===== src/rtl/sdram_upload.sv =====
// sdram_upload: streams an SDRAM region back to the HPS over the ioctl upload channel.
// Each 32-bit SDRAM word is fetched once, buffered, and returned as two 16-bit ioctl
// words (low half first). ioctl_wait holds the HPS off while a missing word is fetched.
// Optional feature macro: UPLOAD_PREFETCH_EN. When it is defined, serving a high half
// starts a fetch of the next word, so a sequential upload only stalls on its first word.
// Ports:
//   clk_cpu, reset           clock, synchronous active-high reset
//   ioctl_upload/index/rd/addr  HPS upload request side
//   ioctl_din, ioctl_wait    data and stall back to the HPS
//   busy                     uploader owns the SDRAM read port
//   sdram_raddr, sdram_rd    read request to the SDRAM controller
//   sdram_rd_rdy, sdram_dout controller idle / read data
module sdram_upload #(
    parameter logic [24:0] BASE_ADDR = 25'h0100000,
    parameter logic [24:0] SIZE      = 25'h0010000,
    parameter logic [5:0]  INDEX     = 6'h02
) (
    input  logic        clk_cpu,
    input  logic        reset,
    input  logic        ioctl_upload,
    input  logic [7:0]  ioctl_index,
    input  logic        ioctl_rd,
    input  logic [24:0] ioctl_addr,
    output logic [15:0] ioctl_din,
    output logic        ioctl_wait,
    output logic        busy,
    output logic [24:0] sdram_raddr,
    output logic        sdram_rd,
    input  logic        sdram_rd_rdy,
    input  logic [31:0] sdram_dout
);

    localparam int unsigned AW = 25;
    localparam int unsigned TW = 23;
`ifdef UPLOAD_PREFETCH_EN
    localparam bit PREFETCH = 1'b1;
`else
    localparam bit PREFETCH = 1'b0;
`endif

    typedef enum logic [1:0] {S_IDLE, S_ISSUE, S_WAIT_LO, S_WAIT_HI} state_t;

    state_t          state_q, state_d;
    logic            active_q, active_d;
    logic [31:0]     wbuf_q, wbuf_d;
    logic [TW-1:0]   wtag_q, wtag_d;
    logic            wvalid_q, wvalid_d;
    logic [TW-1:0]   fetch_tag_q, fetch_tag_d;
    logic [TW-1:0]   req_tag_q, req_tag_d;
    logic            req_half_q, req_half_d;
    logic            pend_q, pend_d;
    logic [15:0]     din_q, din_d;
    logic            wait_q, wait_d;
    logic            busy_q, busy_d;
    logic            rd_q, rd_d;
    logic [AW-1:0]   raddr_q, raddr_d;

    logic            active_c, rise_c, fill_c, accept_c;
    logic [TW-1:0]   rd_tag_c;
    logic            served_hi_c;
    logic [TW-1:0]   served_tag_c;
    logic [AW-1:0]   next_addr_c;

    logic unused_c;
    assign unused_c = ^{ioctl_addr[0], ioctl_index[7:6]};

    assign active_c = ioctl_upload && (ioctl_index[5:0] == INDEX);
    assign rise_c   = active_c && !active_q;
    assign fill_c   = (state_q == S_WAIT_HI) && sdram_rd_rdy;
    assign accept_c = active_c && ioctl_rd && !wait_q;
    assign rd_tag_c = ioctl_addr[24:2];

    function automatic logic [15:0] pick_half(input logic [31:0] w, input logic hi);
        return hi ? w[31:16] : w[15:0];
    endfunction

    // State registers
    always_ff @(posedge clk_cpu) begin
        if (reset) begin
            state_q     <= S_IDLE;
            active_q    <= 1'b0;
            wbuf_q      <= '0;
            wtag_q      <= '0;
            wvalid_q    <= 1'b0;
            fetch_tag_q <= '0;
            req_tag_q   <= '0;
            req_half_q  <= 1'b0;
            pend_q      <= 1'b0;
            din_q       <= '0;
            wait_q      <= 1'b0;
            busy_q      <= 1'b0;
            rd_q        <= 1'b0;
            raddr_q     <= '0;
        end else begin
            state_q     <= state_d;
            active_q    <= active_d;
            wbuf_q      <= wbuf_d;
            wtag_q      <= wtag_d;
            wvalid_q    <= wvalid_d;
            fetch_tag_q <= fetch_tag_d;
            req_tag_q   <= req_tag_d;
            req_half_q  <= req_half_d;
            pend_q      <= pend_d;
            din_q       <= din_d;
            wait_q      <= wait_d;
            busy_q      <= busy_d;
            rd_q        <= rd_d;
            raddr_q     <= raddr_d;
        end
    end

    // Next-state: fetch FSM, buffer lookup, request servicing
    always_comb begin
        state_d      = state_q;
        active_d     = active_c;
        wbuf_d       = wbuf_q;
        wtag_d       = wtag_q;
        wvalid_d     = wvalid_q;
        fetch_tag_d  = fetch_tag_q;
        req_tag_d    = req_tag_q;
        req_half_d   = req_half_q;
        pend_d       = pend_q;
        din_d        = din_q;
        wait_d       = wait_q;
        rd_d         = 1'b0;
        raddr_d      = raddr_q;
        served_hi_c  = 1'b0;
        served_tag_c = '0;
        next_addr_c  = '0;

        if (rise_c) wvalid_d = 1'b0;

        case (state_q)
            S_ISSUE: begin
                if (sdram_rd_rdy) begin
                    rd_d    = 1'b1;
                    raddr_d = BASE_ADDR + {fetch_tag_q, 2'b00};
                    state_d = S_WAIT_LO;
                end
            end
            S_WAIT_LO: if (!sdram_rd_rdy) state_d = S_WAIT_HI;
            S_WAIT_HI: begin
                if (sdram_rd_rdy) begin
                    state_d = S_IDLE;
                    // Data from a session that has ended is dropped
                    if (active_c) begin
                        wbuf_d   = sdram_dout;
                        wtag_d   = fetch_tag_q;
                        wvalid_d = 1'b1;
                    end
                end
            end
            default: ;
        endcase

        // Finish a stalled request; a prefetch of another word is followed by its own read
        if (fill_c && pend_q && active_c) begin
            if (fetch_tag_q == req_tag_q) begin
                din_d        = pick_half(sdram_dout, req_half_q);
                wait_d       = 1'b0;
                pend_d       = 1'b0;
                served_hi_c  = req_half_q;
                served_tag_c = req_tag_q;
            end else begin
                state_d     = S_ISSUE;
                fetch_tag_d = req_tag_q;
            end
        end

        if (accept_c) begin
            if (ioctl_addr >= SIZE) begin
                din_d = '0;
            end else if (fill_c && fetch_tag_q == rd_tag_c) begin
                // Word arriving this cycle: forward straight from the controller
                din_d        = pick_half(sdram_dout, ioctl_addr[1]);
                served_hi_c  = ioctl_addr[1];
                served_tag_c = rd_tag_c;
            end else if (wvalid_q && !rise_c && wtag_q == rd_tag_c) begin
                din_d        = pick_half(wbuf_q, ioctl_addr[1]);
                served_hi_c  = ioctl_addr[1];
                served_tag_c = rd_tag_c;
            end else begin
                wait_d     = 1'b1;
                pend_d     = 1'b1;
                req_tag_d  = rd_tag_c;
                req_half_d = ioctl_addr[1];
                if (state_q == S_IDLE || fill_c) begin
                    state_d     = S_ISSUE;
                    fetch_tag_d = rd_tag_c;
                end
            end
        end

        // Fetch the following word once the current one is fully consumed
        next_addr_c = {served_tag_c, 2'b00} + 25'd4;
        if (PREFETCH && served_hi_c && state_d == S_IDLE && next_addr_c < SIZE) begin
            state_d     = S_ISSUE;
            fetch_tag_d = served_tag_c + 23'd1;
        end

        if (!active_c) begin
            wait_d = 1'b0;
            pend_d = 1'b0;
        end

        busy_d = active_c || (state_d != S_IDLE);
    end

    assign ioctl_din   = din_q;
    assign ioctl_wait  = wait_q;
    assign busy        = busy_q;
    assign sdram_rd    = rd_q;
    assign sdram_raddr = raddr_q;

endmodule


===== config.mk =====
export PLATFORM = sky130hd
export DESIGN_NAME = sdram_upload
export DESIGN_NICKNAME = d
export VERILOG_FILES = /design/src/rtl/sdram_upload.sv
export SDC_FILE = /design/constraint.sdc
export NUM_CORES = 1
export LEC_CHECK = 0
export CAP_MARGIN = 10
export CELL_PAD_IN_SITES_DETAIL_PLACEMENT = 0
export CELL_PAD_IN_SITES_GLOBAL_PLACEMENT = 2
export CORE_AREA = 2 2 152 154
export CTS_CLUSTER_SIZE = 10
export DETAILED_ROUTE_END_ITERATION = 10
export DIE_AREA = 0 0 154 156
export PLACE_DENSITY = 0.91
export SKIP_LAST_GASP = 1
export SLEW_MARGIN = 15
export SYNTH_ARGS = -nofsm -noshare
export SYNTH_HDL_FRONTEND = slang
export SYNTH_SLANG_ARGS = --single-unit

===== constraint.sdc =====
create_clock -name clk_cpu -period 6.2 [get_ports clk_cpu]
set_input_delay 1.24 -clock clk_cpu [delete_from_list [all_inputs] [get_ports clk_cpu]]
set_output_delay 1.24 -clock clk_cpu [all_outputs]
set_load 0.005 [all_outputs]

After elaboration in Yosys (flattened, before gate mapping) --
Cells that the tools add are included.
Word-level totals: register bits after elaboration 151, bits in latches 0, memory bits (writable) 0, memory bits (read-only) 0, bits of input ports 70, output and inout bits 44, memories 0
Cells by class: add/subtract/negate cells 1, $mul 0, divide/modulo/power cells 0, magnitude comparators 1, eq/ne operators 7, shifts and indexed selects 0, mux-type cells 44, bitwise operators 5, reduce and logical (&&, ||, !) cells 22
Operator list (count):
- $mux W23 | 7
- $mux W16 | 9
- $eq A23 B23 Y1 | 3
- $add A21 B25 Y25 const A | 1
- $ge A25 B17 Y1 const B | 1
- $mux W2 | 10
- $mux W1 | 17
- $logic_and A1 B1 Y1 | 10
- $eq A6 B2 Y1 const B | 1
- $pmux W2 S3 | 1
- $not A1 Y1 | 5
- $eq A2 B2 Y1 const B | 2
- $reduce_and A4 Y1 | 1
- $reduce_or A2 Y1 | 2
- $logic_not A1 Y1 | 3
- $reduce_and A3 Y1 | 1
- $eq A2 B1 Y1 const B | 1
- $logic_not A2 Y1 | 1
- $logic_or A1 B1 Y1 | 2
- $reduce_and A2 Y1 | 1
- $reduce_bool A2 Y1 | 1

Longest topological paths before layout --
depth after elaboration 12, depth in mapped cells 10

Worst setup path before layout --
No wires, ideal clock.
path type input -> register, from in ioctl_index[0], to reg fetch_tag_q[10], arrival 3.193 ns, required time 6.067 ns, path slack 2.874 ns, stages on the path 10, buffers on the path 4, path through or4b_1 clkbuf_1 or3_1 buf_2 nor2_8 a21boi_2 buf_6 buf_12 mux2i_1 a21oi_1
On the way: cells in the longest elaborated chain, start to end 10, elaborated cells on any way between the ends 15, classes of those cells eq/ne: 1; mux: 6; reduce/logical: 8
Ends and longest elaborated chain:
- from (decl) | RTL line 21 | input logic [7:0] ioctl_index,
- $eq A6 B2 Y1 (*) | RTL line 67 | assign active_c = ioctl_upload && (ioctl_index[5:0] == INDEX);
- $logic_and A1 B1 Y1 (*) | RTL line 67
- $logic_and A1 B1 Y1 | RTL line 68 | assign rise_c = active_c && !active_q;
- $logic_not A1 Y1 | RTL line 178 | end else if (wvalid_q && !rise_c && wtag_q == rd_tag_c) begin
- $logic_and A1 B1 Y1 (2 in a row) | RTL line 178
- $mux W23 | RTL line 178
- $mux W23 | RTL line 173 | end else if (fill_c && fetch_tag_q == rd_tag_c) begin
- $mux W23 | RTL line 171 | if (ioctl_addr >= SIZE) begin
- $mux W23 (*) | RTL line 170 | if (accept_c) begin
- to (signal assigned) | RTL line 100 | fetch_tag_q <= fetch_tag_d;
- to (decl) | RTL line 48 | logic [TW-1:0] fetch_tag_q, fetch_tag_d;
Mark *: on every way between the ends. The rest lies on a longest branch, timed or not. A chain may end at the register's enable or synchronous reset.

Final worst setup path --
from in ioctl_addr[8], to reg fetch_tag_q[21]
On the way: cells in the longest elaborated chain, start to end 6, elaborated cells on any way between the ends 9, classes of those cells order compare: 1; eq/ne: 2; mux: 4; reduce/logical: 2
Ends and longest elaborated chain:
- from (decl) | RTL line 23 | input logic [24:0] ioctl_addr,
- branches (longest 4 deep; another with $ge A25 B17 Y1)
- $mux W23 (*) | RTL line 171
- $mux W23 (*) | RTL line 170
Every way passes the cells marked *.

==> results.txt <==
Mapped Cells -> 955
via/cell ratio -> 5.41
Avg WL per Cell -> 18.5 um
Pwr Density -> 231 mW/mm2
Synth Flop Type -> dfxtp_1
Reg2Reg Depth -> 6
CP Capture Type -> flop
Syn Std Cell Area -> 0.00769 mm2
Seq/Total Area, Yosys -> 0.388
crit share post-route -> 0.687
ys async rst share -> 0
hold endpoint -> wbuf_q[9]$_SDFFE_PP0P_
share of layout cells above drive strength 1 -> 0.0859
worst slew pin tran -> 1.23 ns
Via Count -> 7091
skew final -> 0.0123 ns
number of buffers created by CTS -> 17
Tot Pwr -> 2.20 mW
xor and xnor area share after synthesis -> 0.0820
startpoint of the worst hold path -> wbuf_q[9]$_SDFFE_PP0P_
RePlAce Congestion -> 0.865
area leader, netlist -> dfxtp_1
Synth top cells by count -> nand2_1 (157), dfxtp_1 (149), a21oi_1 (123)
worst vdd ir -> 203 uV
final setup vio count -> 0
Worst path top cell family by delay -> simple AND/OR/NAND/NOR gates
DRT Pass-1 Iters -> 5
grt ovf -> 0
GR Util All Layers -> 0.202
Post-DP HPWL -> 15500 um
first-pass GRT wire length -> 38300 um
Area Growth Syn to Fin -> 23.6%
mux contribution to synthesized area -> 0.0924
Die X -> 154 um
Max-cap violations -> 0
die footprint -> 0.0240 mm2
synth unique cells -> 47
Yosys warning count -> 0
H-tree lvl count -> 4
Worst-Skew Late Latency -> 0.43 ns
#FFs+latches synth -> 149
# rows -> 55
clock tree sinks -> 149
largest net degree at the start of global routing -> 70
Cell Chain, Critical Path -> clkdlybuf4s50_1, xnor2_1, nand4_1, or4_1, o21bai_2, nor3_2, nor3_1
R2R Path End -> fetch_tag_q[21]$_SDFF_PP0_
largest buffer count on any clock path -> 2
final setup TNS -> 0 ns
critical path required time -> 6.54 ns
EDFF count, synth -> 0
CTS tree -> yes
Final Critical Period -> 4.26 ns
worst path bufs/invs -> 1
LEAKAGE -> 3.00 nW
fin worst setup slack -> 1.94 ns
syn_area_per_cell -> 8.06 um2
reg2reg setup slack -> 3.04 ns
crit-path max FO -> 18
IO Pins -> 114
CORE AREA -> 0.0224 mm2
initial antenna violation count -> 0
HP Class -> flop to flop
Starting Density -> 0.344
Die Ht -> 156 um
Hold-fix buffers, CTS -> 0
Synth Area in Compound Gates -> 0.165
critical setup path kind -> primary input to flop
max frequency -> 235 MHz
count leader, synth -> nand2_1
ant diodes -> 0
post-synth top area share -> 0.388
synth top area cells -> dfxtp_1 (39%), mux2i_1 (9.2%), a21oi_1 (8.0%)
Synth Area in Adders -> 0.00163
Placement Setup Slack -> 1.46 ns
Crit path largest cell delay -> 0.95 ns
Slew Viols, Final -> 0
Final Hold Fails -> 0
# DRC -> 0
simple-gate share of the synthesized area -> 0.222
routed wire length -> 24300 um
1st-iter DRT viols -> 511
port bufs -> 108
hold depth -> 2
crit path max-delay cell type -> or4_1
status -> completed
Layout Nets -> 1084
critical path launch point type -> primary input
Critical R2R Launch -> wtag_q[8]$_SDFFE_PP0P_
CTS resizes -> 0
RSZ-0062 raised after global routing -> no
Clock transition at path regs -> 0.06 ns
CP arrival -> 4.60 ns
vias in the first global route -> 6778
post-CTS setup buffer count -> 0
Root Buffer -> clkbuf_16
relative slew slack -> 0.177
Routed Antenna Nets -> 0
largest family of logic cells by synthesized area -> simple AND/OR/NAND/NOR gates
-- power by group --
part | total [mW] | switching, mW | internal (mW)
Sequential | 0.957 | 0.0000255 | 0.957
Clock | 1.11 | 0.426 | 0.684
Combinational | 0.134 | 0.0707 | 0.0637
Total | 2.20 | 0.496 | 1.71
-- layout by cell type (no fill, tap or decap), types with 3 or more instances in the layout --
cell type	count
buf_4	14
xnor2_1	70
dfxtp_1	149
nand4_1	42
nor4_1	5
clkdlybuf4s50_1	106
nor2_1	29
a31o_2	30
and3_1	10
and2_1	15
o22ai_1	16
o21ai_0	31
clkbuf_16	17
nand2_1	157
bufinv_16	4
nand3_1	56
a211oi_1	4
nor3_1	28
clkinv_4	3
a21oi_1	123
mux2i_1	71
-- registers in the layout (all words and copies together), names as in the netlist, 2 cells and up --
| name | flops |
|---|---|
| sdram_raddr | 23 |
| wtag_q | 23 |
| req_tag_q | 23 |
| wbuf_q | 32 |
| fetch_tag_q | 23 |
| ioctl_din | 16 |
| state_q | 2 |
-- worst register-to-register path, stage by stage (launching register included) --
cell and delay, ns:
dfxtp_1 0.32, xnor2_1 0.28, nand4_1 0.12, or4_1 0.96
o21bai_2 0.87, nor3_2 0.28, nor3_1 0.24
-- layout make-up --
cell class / instances / area (um2)
timing repair buffer: 121 / 1170
clock inverter: 11 / 175
multi-input combinational: 722 / 4370
tap: 285 / 357
inverter: 2 / 7.51
clock buffer: 20 / 447
fill: 2266 / 12900
sequential: 149 / 2980
-- how the worst max path moves through the flow --
| stage | slack, ns | depth (start not counted) | to | from |
|---|---|---|---|---|
| floorplan | 2.87 | 10 | fetch_tag_q[10]$_SDFF_PP0_ | ioctl_index[0] |
| global placement | 1.51 | 7 | fetch_tag_q[15]$_SDFF_PP0_ | ioctl_addr[8] |
| detailed placement | 1.46 | 7 | fetch_tag_q[15]$_SDFF_PP0_ | ioctl_addr[8] |
| CTS | 1.94 | 7 | fetch_tag_q[15]$_SDFF_PP0_ | ioctl_addr[8] |
| global route | 1.79 | 7 | fetch_tag_q[20]$_SDFF_PP0_ | ioctl_addr[8] |
| finish | 1.94 | 7 | fetch_tag_q[21]$_SDFF_PP0_ | ioctl_addr[8] |
-- per-stage QoR --
stage	std cells	hold WS, ns	util	cell area [um2]
after CTS	1310	0.454	0.425	9510
after global placement	1279	0.441	0.397	8880
after detailed placement	1279	0.446	0.397	8880
after global routing	1310	0.476	0.425	9510
after floorplan	956	0.436	-	7700
final	1310	0.452	0.425	9510
-- metal layers --
layer  routed length [um]  track usage  up-vias
met5                    0            0        -
met4                  245       0.0436        0
met3                 1180       0.0403       20
met2                11500        0.340      216
met1                11400        0.267     3363
li1                     -            -     3492
-- logic make-up (layout without fill, tap and decap cells) --
kind of cell | count (synthesis) | in the layout
AND/OR/NAND/NOR | 360 | 360
other | 1 | 2
AO/OA/AOI/OAI | 216 | 216
buffers and inverters | 85 | 154
flip-flops | 149 | 149
adder cells (fa/ha/maj) | 1 | 1
multiplexers | 71 | 71
XOR/XNOR | 72 | 72
Power figures use the tool's default switching activity.
